File: src/rtl/mux_sel_pipe_if.sv
// Handshake bundle for the mux_sel_pipe operand-select stage.
// The upstream/downstream side (master) drives data, select and downstream ready.
// The stage (slave) drives upstream ready and the head-of-stage result.
interface mux_sel_pipe_if #(
  parameter int WIDTH  = 16,
  parameter int NUM_IN = 3,
  parameter int SEL_W  = 2
);
  logic [WIDTH*NUM_IN-1:0] I;
  logic [SEL_W-1:0]        S;
  logic                    IN_VALID;
  logic                    IN_READY;
  logic [WIDTH-1:0]        O;
  logic                    O_ERR;
  logic                    OUT_VALID;
  logic                    OUT_READY;

  modport master (
    output I, S, IN_VALID, OUT_READY,
    input  IN_READY, O, O_ERR, OUT_VALID
  );

  modport slave (
    input  I, S, IN_VALID, OUT_READY,
    output IN_READY, O, O_ERR, OUT_VALID
  );
endinterface

File: src/rtl/mux_sel_pipe.sv
// Registered N-way operand select with valid/ready flow control.
// A 2-entry store (head + skid) keeps IN_READY a pure decode of registered
// state while still sustaining one transfer per cycle. Out-of-range select
// codes yield zero data tagged with an error bit, and are tallied in a
// sticky flag and a saturating counter.
module mux_sel_pipe #(
  parameter int WIDTH  = 16,
  parameter int NUM_IN = 3,
  parameter int SEL_W  = 2,
  parameter int CNT_W  = 8
) (
  input  logic             CLK,
  input  logic             RST_N,
  mux_sel_pipe_if.slave    bus,
  output logic             ERR_STICKY,
  output logic [CNT_W-1:0] ERR_CNT,
  input  logic             ERR_CLR
);

  localparam int               NUM_CODES  = 2 ** SEL_W;
  localparam logic [SEL_W:0]   LP_NUM_IN  = (SEL_W + 1)'(NUM_IN);
  localparam logic [CNT_W-1:0] LP_CNT_MAX = '1;
  localparam logic [CNT_W-1:0] LP_CNT_ONE = CNT_W'(1);

  // Occupancy of the head/skid pair.
  typedef enum logic [1:0] {
    ST_EMPTY = 2'd0,
    ST_ONE   = 2'd1,
    ST_FULL  = 2'd2
  } state_t;

  state_t           r_state;
  state_t           w_state_nxt;

  logic [WIDTH-1:0] r_head_data;
  logic             r_head_err;
  logic [WIDTH-1:0] r_skid_data;
  logic             r_skid_err;
  logic             r_err_sticky;
  logic [CNT_W-1:0] r_err_cnt;

  logic [WIDTH-1:0] w_slices [NUM_CODES];
  logic             w_in_range;
  logic [WIDTH-1:0] w_sel_data;
  logic             w_sel_err;
  logic             w_in_ready;
  logic             w_out_valid;
  logic             w_in_fire;
  logic             w_out_fire;
  logic             w_err_evt;
  logic             w_load_head_in;
  logic             w_load_head_skid;
  logic             w_load_skid;
  logic             w_clr_head;

  // Every possible select code gets a slot; codes past NUM_IN read as zero.
  for (genvar k = 0; k < NUM_CODES; k++) begin : g_slice
    if (k < NUM_IN) begin : g_real
      assign w_slices[k] = bus.I[k*WIDTH +: WIDTH];
    end else begin : g_pad
      assign w_slices[k] = '0;
    end
  end

  // Ready/valid are decodes of the registered occupancy only; the unused
  // encoding reports neither, so it cannot accept or emit anything.
  assign w_in_ready  = (r_state == ST_EMPTY) || (r_state == ST_ONE);
  assign w_out_valid = (r_state == ST_ONE)   || (r_state == ST_FULL);
  assign w_in_fire   = bus.IN_VALID && w_in_ready;
  assign w_out_fire  = w_out_valid && bus.OUT_READY;
  assign w_in_range  = ({1'b0, bus.S} < LP_NUM_IN);
  assign w_err_evt   = w_in_fire && w_sel_err;

  // Input-side select decode: in-range picks the slice, otherwise zero + error.
  always_comb begin
    w_sel_data = '0;
    w_sel_err  = 1'b0;
    if (w_in_range) begin
      w_sel_data = w_slices[bus.S];
      w_sel_err  = 1'b0;
    end else begin
      w_sel_data = '0;
      w_sel_err  = 1'b1;
    end
  end

  // Next occupancy plus the head/skid load strobes for this cycle.
  always_comb begin
    w_state_nxt      = r_state;
    w_load_head_in   = 1'b0;
    w_load_head_skid = 1'b0;
    w_load_skid      = 1'b0;
    w_clr_head       = 1'b0;
    case (r_state)
      ST_EMPTY: begin
        if (w_in_fire) begin
          w_state_nxt    = ST_ONE;
          w_load_head_in = 1'b1;
        end else begin
          w_state_nxt    = ST_EMPTY;
        end
      end
      ST_ONE: begin
        if (w_in_fire && w_out_fire) begin
          w_state_nxt    = ST_ONE;
          w_load_head_in = 1'b1;
        end else if (w_in_fire) begin
          w_state_nxt    = ST_FULL;
          w_load_skid    = 1'b1;
        end else if (w_out_fire) begin
          w_state_nxt    = ST_EMPTY;
          w_clr_head     = 1'b1;
        end else begin
          w_state_nxt    = ST_ONE;
        end
      end
      ST_FULL: begin
        if (w_out_fire) begin
          w_state_nxt      = ST_ONE;
          w_load_head_skid = 1'b1;
        end else begin
          w_state_nxt      = ST_FULL;
        end
      end
      default: begin
        w_state_nxt = ST_EMPTY;
        w_clr_head  = 1'b1;
      end
    endcase
  end

  // Occupancy register.
  always_ff @(posedge CLK or negedge RST_N) begin
    if (!RST_N) begin
      r_state <= ST_EMPTY;
    end else begin
      r_state <= w_state_nxt;
    end
  end

  // Head entry: loads from input or skid, and is zeroed when drained so O
  // never shows a stale value while OUT_VALID is low.
  always_ff @(posedge CLK or negedge RST_N) begin
    if (!RST_N) begin
      r_head_data <= '0;
      r_head_err  <= 1'b0;
    end else if (w_load_head_in) begin
      r_head_data <= w_sel_data;
      r_head_err  <= w_sel_err;
    end else if (w_load_head_skid) begin
      r_head_data <= r_skid_data;
      r_head_err  <= r_skid_err;
    end else if (w_clr_head) begin
      r_head_data <= '0;
      r_head_err  <= 1'b0;
    end else begin
      r_head_data <= r_head_data;
      r_head_err  <= r_head_err;
    end
  end

  // Skid entry: catches the one input accepted while the head is stalled.
  always_ff @(posedge CLK or negedge RST_N) begin
    if (!RST_N) begin
      r_skid_data <= '0;
      r_skid_err  <= 1'b0;
    end else if (w_load_skid) begin
      r_skid_data <= w_sel_data;
      r_skid_err  <= w_sel_err;
    end else begin
      r_skid_data <= r_skid_data;
      r_skid_err  <= r_skid_err;
    end
  end

  // Error statistics: clear wins over a same-cycle event; counter saturates.
  always_ff @(posedge CLK or negedge RST_N) begin
    if (!RST_N) begin
      r_err_sticky <= 1'b0;
      r_err_cnt    <= '0;
    end else if (ERR_CLR) begin
      r_err_sticky <= 1'b0;
      r_err_cnt    <= '0;
    end else if (w_err_evt) begin
      r_err_sticky <= 1'b1;
      if (r_err_cnt != LP_CNT_MAX) begin
        r_err_cnt <= r_err_cnt + LP_CNT_ONE;
      end else begin
        r_err_cnt <= r_err_cnt;
      end
    end else begin
      r_err_sticky <= r_err_sticky;
      r_err_cnt    <= r_err_cnt;
    end
  end

  assign bus.IN_READY  = w_in_ready;
  assign bus.OUT_VALID = w_out_valid;
  assign bus.O         = r_head_data;
  assign bus.O_ERR     = r_head_err;
  assign ERR_STICKY    = r_err_sticky;
  assign ERR_CNT       = r_err_cnt;

endmodule

File: src/flat_wrapper.sv
// flat-port wrapper written by rule: the top's interface ports become plain ports
module mux_sel_pipe_flat 
#(
  parameter int WIDTH  = 16,
  parameter int NUM_IN = 3,
  parameter int SEL_W  = 2,
  parameter int CNT_W  = 8
)
  (CLK, RST_N, ERR_STICKY, ERR_CNT, ERR_CLR, bus_I, bus_S, bus_IN_VALID, bus_OUT_READY, bus_IN_READY, bus_O, bus_O_ERR, bus_OUT_VALID);
  mux_sel_pipe_if #(.WIDTH(WIDTH), .NUM_IN(NUM_IN), .SEL_W(SEL_W)) bus_i ();
  input  logic CLK;
  input  logic RST_N;
  output logic ERR_STICKY;
  output logic [CNT_W-1:0] ERR_CNT;
  input  logic ERR_CLR;
  input wire logic [$bits(bus_i.I)-1:0] bus_I;
  input wire logic [$bits(bus_i.S)-1:0] bus_S;
  input wire logic [$bits(bus_i.IN_VALID)-1:0] bus_IN_VALID;
  input wire logic [$bits(bus_i.OUT_READY)-1:0] bus_OUT_READY;
  output wire logic [$bits(bus_i.IN_READY)-1:0] bus_IN_READY;
  output wire logic [$bits(bus_i.O)-1:0] bus_O;
  output wire logic [$bits(bus_i.O_ERR)-1:0] bus_O_ERR;
  output wire logic [$bits(bus_i.OUT_VALID)-1:0] bus_OUT_VALID;
  assign bus_i.I = bus_I;
  assign bus_i.S = bus_S;
  assign bus_i.IN_VALID = bus_IN_VALID;
  assign bus_i.OUT_READY = bus_OUT_READY;
  assign bus_IN_READY = bus_i.IN_READY;
  assign bus_O = bus_i.O;
  assign bus_O_ERR = bus_i.O_ERR;
  assign bus_OUT_VALID = bus_i.OUT_VALID;
  mux_sel_pipe #(.WIDTH(WIDTH), .NUM_IN(NUM_IN), .SEL_W(SEL_W), .CNT_W(CNT_W)) u_core (.CLK(CLK), .RST_N(RST_N), .bus(bus_i), .ERR_STICKY(ERR_STICKY), .ERR_CNT(ERR_CNT), .ERR_CLR(ERR_CLR));
endmodule
File: config.mk
export PLATFORM = sky130hd
export DESIGN_NAME = mux_sel_pipe_flat
export DESIGN_NICKNAME = d
export VERILOG_FILES = /design/src/rtl/mux_sel_pipe_if.sv /design/src/rtl/mux_sel_pipe.sv /design/src/flat_wrapper.sv
export SDC_FILE = /design/constraint.sdc
export NUM_CORES = 1
export LEC_CHECK = 0
export CAP_MARGIN = 20
export CORE_ASPECT_RATIO = 0.7
export CORE_UTILIZATION = 45
export CTS_BUF_LIST = sky130_fd_sc_hd__clkbuf_2 sky130_fd_sc_hd__clkbuf_4 sky130_fd_sc_hd__clkbuf_8
export CTS_CLUSTER_SIZE = 24
export DETAILED_ROUTE_END_ITERATION = 10
export PLACE_DENSITY = 0.82
export SLEW_MARGIN = 5
export SYNTH_ARGS = -nofsm -noshare
export SYNTH_HDL_FRONTEND = slang
export SYNTH_SLANG_ARGS = --single-unit
File: constraint.sdc
create_clock -name CLK -period 5.6 [get_ports CLK]
set_input_delay 1.12 -clock CLK [delete_from_list [all_inputs] [get_ports CLK]]
set_output_delay 1.12 -clock CLK [all_outputs]
set_load 0.01 [all_outputs]
== Word-level counts from Yosys, hierarchy flattened ==
Cells that the tools add are included.
Widths: inputs -> output; s select.
Cells by class
  shifts and indexed selects: 0
  multiplexer cells: 32
  magnitude comparators: 2
  bitwise operators: 1
  equal/unequal tests: 3
  add/sub/neg operators: 1
  multiply operators: 0
  div/mod/pow operators: 0
  reduce and logical (&&, ||, !) cells: 12
Operators with widths (count)
  $mux 16: 6
  $bmux 16 s2: 1
  $mux 8: 3
  $mux 1: 16
  $add 8x1->8 const B: 1
  $ne 8x8->1 const B: 1
  $mux 2: 3
  $pmux 2 s3: 1
  $logic_and 1x1->1: 4
  $pmux 1 s2: 2
  $reduce_bool 2->1: 2
  $ge 3x3->1 const B: 1
  $not 2->3: 1
  $reduce_bool 3->1: 1
  $eq 2x1->1 const B: 1
  $eq 2x2->1 const B: 1
  $logic_not 2->1: 1
  $logic_or 1x1->1: 2
  $lt 2x2->1 const B: 1
  $reduce_and 2->1: 1
  $reduce_or 2->1: 1
Storage, ports and cells
  word-level logic and storage cells: 58
  memory bits (read-only): 0
  latch bits: 0
  register bits: 45
  output and inout port bits: 28
  memory bits (writable): 0
  memories: 0
  input bits: 55

== Depth between registers and ports, before layout ==
  depth after elaboration: 10
  mapped depth: 10
  gate-level depth less buffers: 8

== Least setup slack after synthesis ==
No wires, ideal clock.
  path type: input to register
  start: in bus_OUT_READY
  end: reg u_core.r_head_data[0], in the netlist u_core.bus.O[0]
  arrival time: 2526 ps
  buffers on the path: 3
  library setup time: 129 ps
  stages: 8
  path slack: 2945 ps
  required time: 5471 ps
  cell sequence: and2_1 -> clkbuf_1 -> clkbuf_1 -> ha_1 -> nand2_1 -> buf_2 -> a41oi_2 -> mux2i_1
Between the ends
  longest elaborated chain between the ends: 6
  elaborated cells between the ends (all ways): 12
  those cells by class: mux: 9; reduce/logical: 3
RTL lines
  start: declaration: line flat_wrapper.sv:19  | input wire logic [$bits(bus_i.OUT_READY)-1:0] bus_OUT_READY;
  $logic_and 1x1->1 (*): line mux_sel_pipe.sv:70  | assign w_out_fire = w_out_valid && bus.OUT_READY;
  $mux 1: line mux_sel_pipe.sv:110, mux_sel_pipe.sv:118
  $mux 1: line mux_sel_pipe.sv:107  | end else if (w_in_fire) begin
  $mux 1: line mux_sel_pipe.sv:104  | if (w_in_fire && w_out_fire) begin
  $pmux 1 s2: line mux_sel_pipe.sv:94  | case (r_state)
  $reduce_bool 3->1 (no source line)
  end signal: assignment: line mux_sel_pipe.sv:148  | r_head_data <= w_sel_data;
  end signal: assignment: line mux_sel_pipe.sv:151  | r_head_data <= r_skid_data;
  end signal: assignment: line mux_sel_pipe.sv:157  | r_head_data <= r_head_data;
  end: declaration: line mux_sel_pipe.sv:35  | logic [WIDTH-1:0] r_head_data;
Mark *: on every way between the ends. The rest lies on a longest branch, timed or not.
A chain may end at the register's enable or synchronous reset.

== Final worst setup path ==
  start: reg u_core.r_state[0]
  end: out bus_OUT_VALID
Between the ends
  longest elaborated chain between the ends: 2
  elaborated cells between the ends (all ways): 3
  those cells by class: eq/ne: 2; reduce/logical: 1
RTL lines
  start: declaration: line mux_sel_pipe.sv:32  | state_t r_state;
  start signal: assignment: line mux_sel_pipe.sv:137  | r_state <= w_state_nxt;
  $eq 2x1->1 or $eq 2x2->1 (tied branches): line mux_sel_pipe.sv:68  | assign w_out_valid = (r_state == ST_ONE) || (r_state == ST_FULL);
  $logic_or 1x1->1 (*): line mux_sel_pipe.sv:68
  end: declaration: line flat_wrapper.sv:23  | output wire logic [$bits(bus_i.OUT_VALID)-1:0] bus_OUT_VALID;
Marked as above.

==> flow_summary.rst <==
.. list-table::
   :header-rows: 1

   * - Metric
     - Value
   * - Endpoint required time on the critical path
     - 4.48 ns
   * - Die Area
     - 6630 um^2
   * - Cell breakdown of the critical path
     - inv_1 > ha_1 > clkdlybuf4s50_1
   * - Highest attainable clock frequency
     - 0.312 GHz
   * - Top cell type's share of synthesized area
     - 39.7%
   * - Maximum capacitance violations
     - 0
   * - Fraction of layout cells with a size suffix above 1
     - 9.51%
   * - Avg Synthesized Cell Area
     - 10.9 um^2
   * - Highest cell delay on the worst timing path
     - 0.64 ns
   * - Via count of the first global-routing pass
     - 2340
   * - Finished Core Util
     - 63.4%
   * - Element type at the critical path end
     - output port
   * - GP Congestion
     - 0.860
   * - Total overflow reported by the global router
     - 0
   * - Detailed-routing wirelength on met1
     - 3260 um
   * - Largest net degree at the start of global routing
     - 46
   * - Leakage
     - 1.58 nW
   * - Max H-tree Level
     - 2
   * - Average wire per standard cell
     - 18.0 um
   * - Core area
     - 5900 um^2
   * - Capturing point of the worst reg2reg path
     - u_core.bus.O[8]
   * - Summed instance area of the synthesized netlist
     - 2840 um^2
   * - Crit Path Class
     - register to output port
   * - DRT antenna net count
     - 0
   * - Worst slew slack as a fraction of its limit
     - 32.6%
   * - Number of placement rows
     - 23
   * - Register bit total from synthesis
     - 45
   * - Number of clock buffers inserted by TritonCTS
     - 5
   * - Netlist cell types
     - 40
   * - Total power
     - 1.35 mW
   * - Minimum clock period
     - 3.21 ns
   * - Die Y
     - 68.4 um
   * - Critical path launch point
     - u_core.r_state[0]
   * - Total via count in the routed design
     - 2478
   * - Cts-stage hold buffer count
     - 0
   * - GRT Util Overall
     - 22.6%
   * - Via count normalized by instance count
     - 6.18
   * - Nets in the synthesized netlist
     - 321
   * - X dimension of the die
     - 96.9 um
   * - Top layer used by detailed routing
     - met4
   * - R2r worst-path depth
     - 7
   * - Highest net fanout along the worst path
     - 21
   * - End of the critical path
     - bus_OUT_VALID
   * - CTS Root Buffer Type
     - sky130_fd_sc_hd__clkbuf_8
   * - Largest clock skew in the final design
     - 0.0118 ns
   * - R2R setup slack
     - 2.94 ns
   * - Synth cell count leaders
     - sky130_fd_sc_hd__dfrtp_1 (45), sky130_fd_sc_hd__mux2i_1 (34), sky130_fd_sc_hd__and4_1 (20)
   * - # diodes
     - 0
   * - Setup Viol. Count Final
     - 0
   * - Remaining DRCs
     - 0
   * - Worst vdd rail ir drop
     - 0.186 mV
   * - Final non-filler cell total
     - 401
   * - Source of the worst register-to-register timing path
     - u_core.r_state[0]
   * - Latest clock arrival within the worst-skew pair
     - 0.31 ns
   * - Final Hold Violating Endpoints
     - 0
   * - HPWL after detailed placement
     - 4880 um
   * - Slew Viols, Final
     - 0
   * - Number of flops mapped to enable cells by yosys
     - 0
   * - Number of clock sinks
     - 45
   * - Kind of start point of the critical path
     - register
   * - Cell taking the most area after synthesis
     - sky130_fd_sc_hd__dfrtp_1
   * - Share of synthesized registers carrying an async set or reset
     - 100%
   * - Post-CTS resize count
     - 0
   * - Drt pass-1 iters
     - 4
   * - Total Wirelength
     - 7230 um
   * - Class of the most critical hold timing path
     - register to register
   * - Area growth from synthesis to layout
     - 32.0%
   * - Met3 WL
     - 483 um
   * - CTS tree
     - done
   * - Clock edge transition at the registers on the reported setup and hold paths
     - 0.09 ns
   * - Wire length of the first global-routing pass
     - 11800 um
   * - Initial drt markers
     - 155
   * - Synth warn
     - 0
   * - Number of buffers added for setup after CTS
     - 0
   * - Data arrival time at the worst-slack endpoint
     - 2.09 ns
   * - Unrepaired setup endpoints after global routing
     - false
   * - Power density over cell area
     - 361 nW/um^2
   * - Cells after Synth
     - 259
   * - Dominant synthesized flop cell
     - sky130_fd_sc_hd__dfrtp_1
   * - Starting density of the core
     - 48.1%
   * - Placed Cells incl. Taps
     - 391
   * - Sequential cell area fraction in the yosys report
     - 39.7%
   * - Number of port buffers
     - 82
   * - Top area cells in the synthesized netlist
     - sky130_fd_sc_hd__dfrtp_1 (40%), sky130_fd_sc_hd__mux2i_1 (12%), sky130_fd_sc_hd__and4_1 (6.2%)
   * - Cell with the largest stage delay on the worst path
     - sky130_fd_sc_hd__clkdlybuf4s50_1
   * - Worst-margin pin slew
     - 1.01 ns
   * - Final worst-path cycle share
     - 57.3%
   * - I/O pin count
     - 83
   * - Final hold slack
     - 0.516 ns
   * - Top-count cell post-synth
     - sky130_fd_sc_hd__dfrtp_1
   * - Final setup TNS
     - 0 ns
   * - Antenna violations before repair
     - 0
   * - Number of nets in the final layout
     - 387
   * - Maximum buffer depth of the clock tree
     - 2
   * - Result of the run
     - completed
   * - Met2 wire length
     - 3380 um
[placed cells by master (no fill, tap or decap), types with 3 or more instances in the layout]
cell type                         Yosys  routed
sky130_fd_sc_hd__and4_1              20      20
sky130_fd_sc_hd__clkdlybuf4s50_1      0      81
sky130_fd_sc_hd__nand4_1              3       3
sky130_fd_sc_hd__o21ai_0             17      17
sky130_fd_sc_hd__a2bb2oi_1           16      16
sky130_fd_sc_hd__ha_1                 7       7
sky130_fd_sc_hd__o31ai_1             17      17
sky130_fd_sc_hd__buf_4                4       3
sky130_fd_sc_hd__mux2i_1             34      34
sky130_fd_sc_hd__a41oi_2             10      10
sky130_fd_sc_hd__and3_1               4       4
sky130_fd_sc_hd__clkbuf_8             0       5
sky130_fd_sc_hd__nand2_1              4       4
sky130_fd_sc_hd__a41oi_1              8       8
sky130_fd_sc_hd__nor2_1               5       5
sky130_fd_sc_hd__inv_1                5       5
sky130_fd_sc_hd__dfrtp_1             45      45
sky130_fd_sc_hd__nor2b_1              3       3
sky130_fd_sc_hd__a21oi_1              6       6
sky130_fd_sc_hd__nor3_1               3       3
[critical path: cells and delay by family, from the launching register on]
family,cells,cell delay [ns]
adders and majority gates,1,0.62
buffers and inverters,2,0.73
DFF,1,0.42
[metrics by stage]
stage          instance area, um^2  worst slack, ns
6_report                      3740             2.39
5_1_grt                       3740             2.29
4_1_cts                       3710             2.40
3_5_place_dp                  3590             2.11
3_3_place_gp                  3590             2.23
2_1_floorplan                 2840             2.95
[registers in the layout, summed over array words and instances (netlist names)]
register,count
u_core.r_state,2
u_core.r_skid_data,16
u_core.r_skid_err,1
u_core.bus.O_ERR,1
u_core.ERR_CNT,8
u_core.bus.O,16
u_core.ERR_STICKY,1
[worst min path at each step]
stage                                   to                    from  cells after the start
floorplan            u_core.r_skid_data[0]   u_core.r_skid_data[0]                      2
global placement    u_core.r_skid_data[10]  u_core.r_skid_data[10]                      2
detailed placement       u_core.ERR_STICKY       u_core.ERR_STICKY                      2
CTS                 u_core.r_skid_data[15]  u_core.r_skid_data[15]                      2
global route         u_core.r_skid_data[9]   u_core.r_skid_data[9]                      2
finish                   u_core.ERR_STICKY       u_core.ERR_STICKY                      2
[kinds of logic (layout without fill, tap and decap cells)]
kind of cell / after synthesis / count (layout) / synth area share, %
multiplexers: 37 / 37 / 13.2
AO/OA/AOI/OAI: 85 / 85 / 24.8
AND/OR/NAND/NOR: 51 / 51 / 12.2
buffers and inverters: 34 / 101 / 7.02
adder cells (fa/ha/maj): 7 / 7 / 3.09
flip-flops: 45 / 45 / 39.7
[per-layer routing]
layer	up-vias	track usage, %
met5	-	0
met4	0	8.21
met3	10	4.80
met2	91	37.7
met1	1214	29.6
li1	1163	-
[area by class of cell]
cell class	count	area (um^2)
clock buffer	6	76.3
clock inverter	2	38.8
fill	478	2160
inverter	6	22.5
multi-input combinational	180	1510
sequential	45	1130
tap	75	93.8
timing repair buffer	87	870
[power by group]
group	leakage, nW	internal, mW	switching, mW	total (mW)
clock network	0.0588	0.139	0.116	0.254
logic	0.931	0.281	0.330	0.611
registers	0.593	0.424	0.0597	0.484
Note: power is estimated with default switching activity, not from simulation.
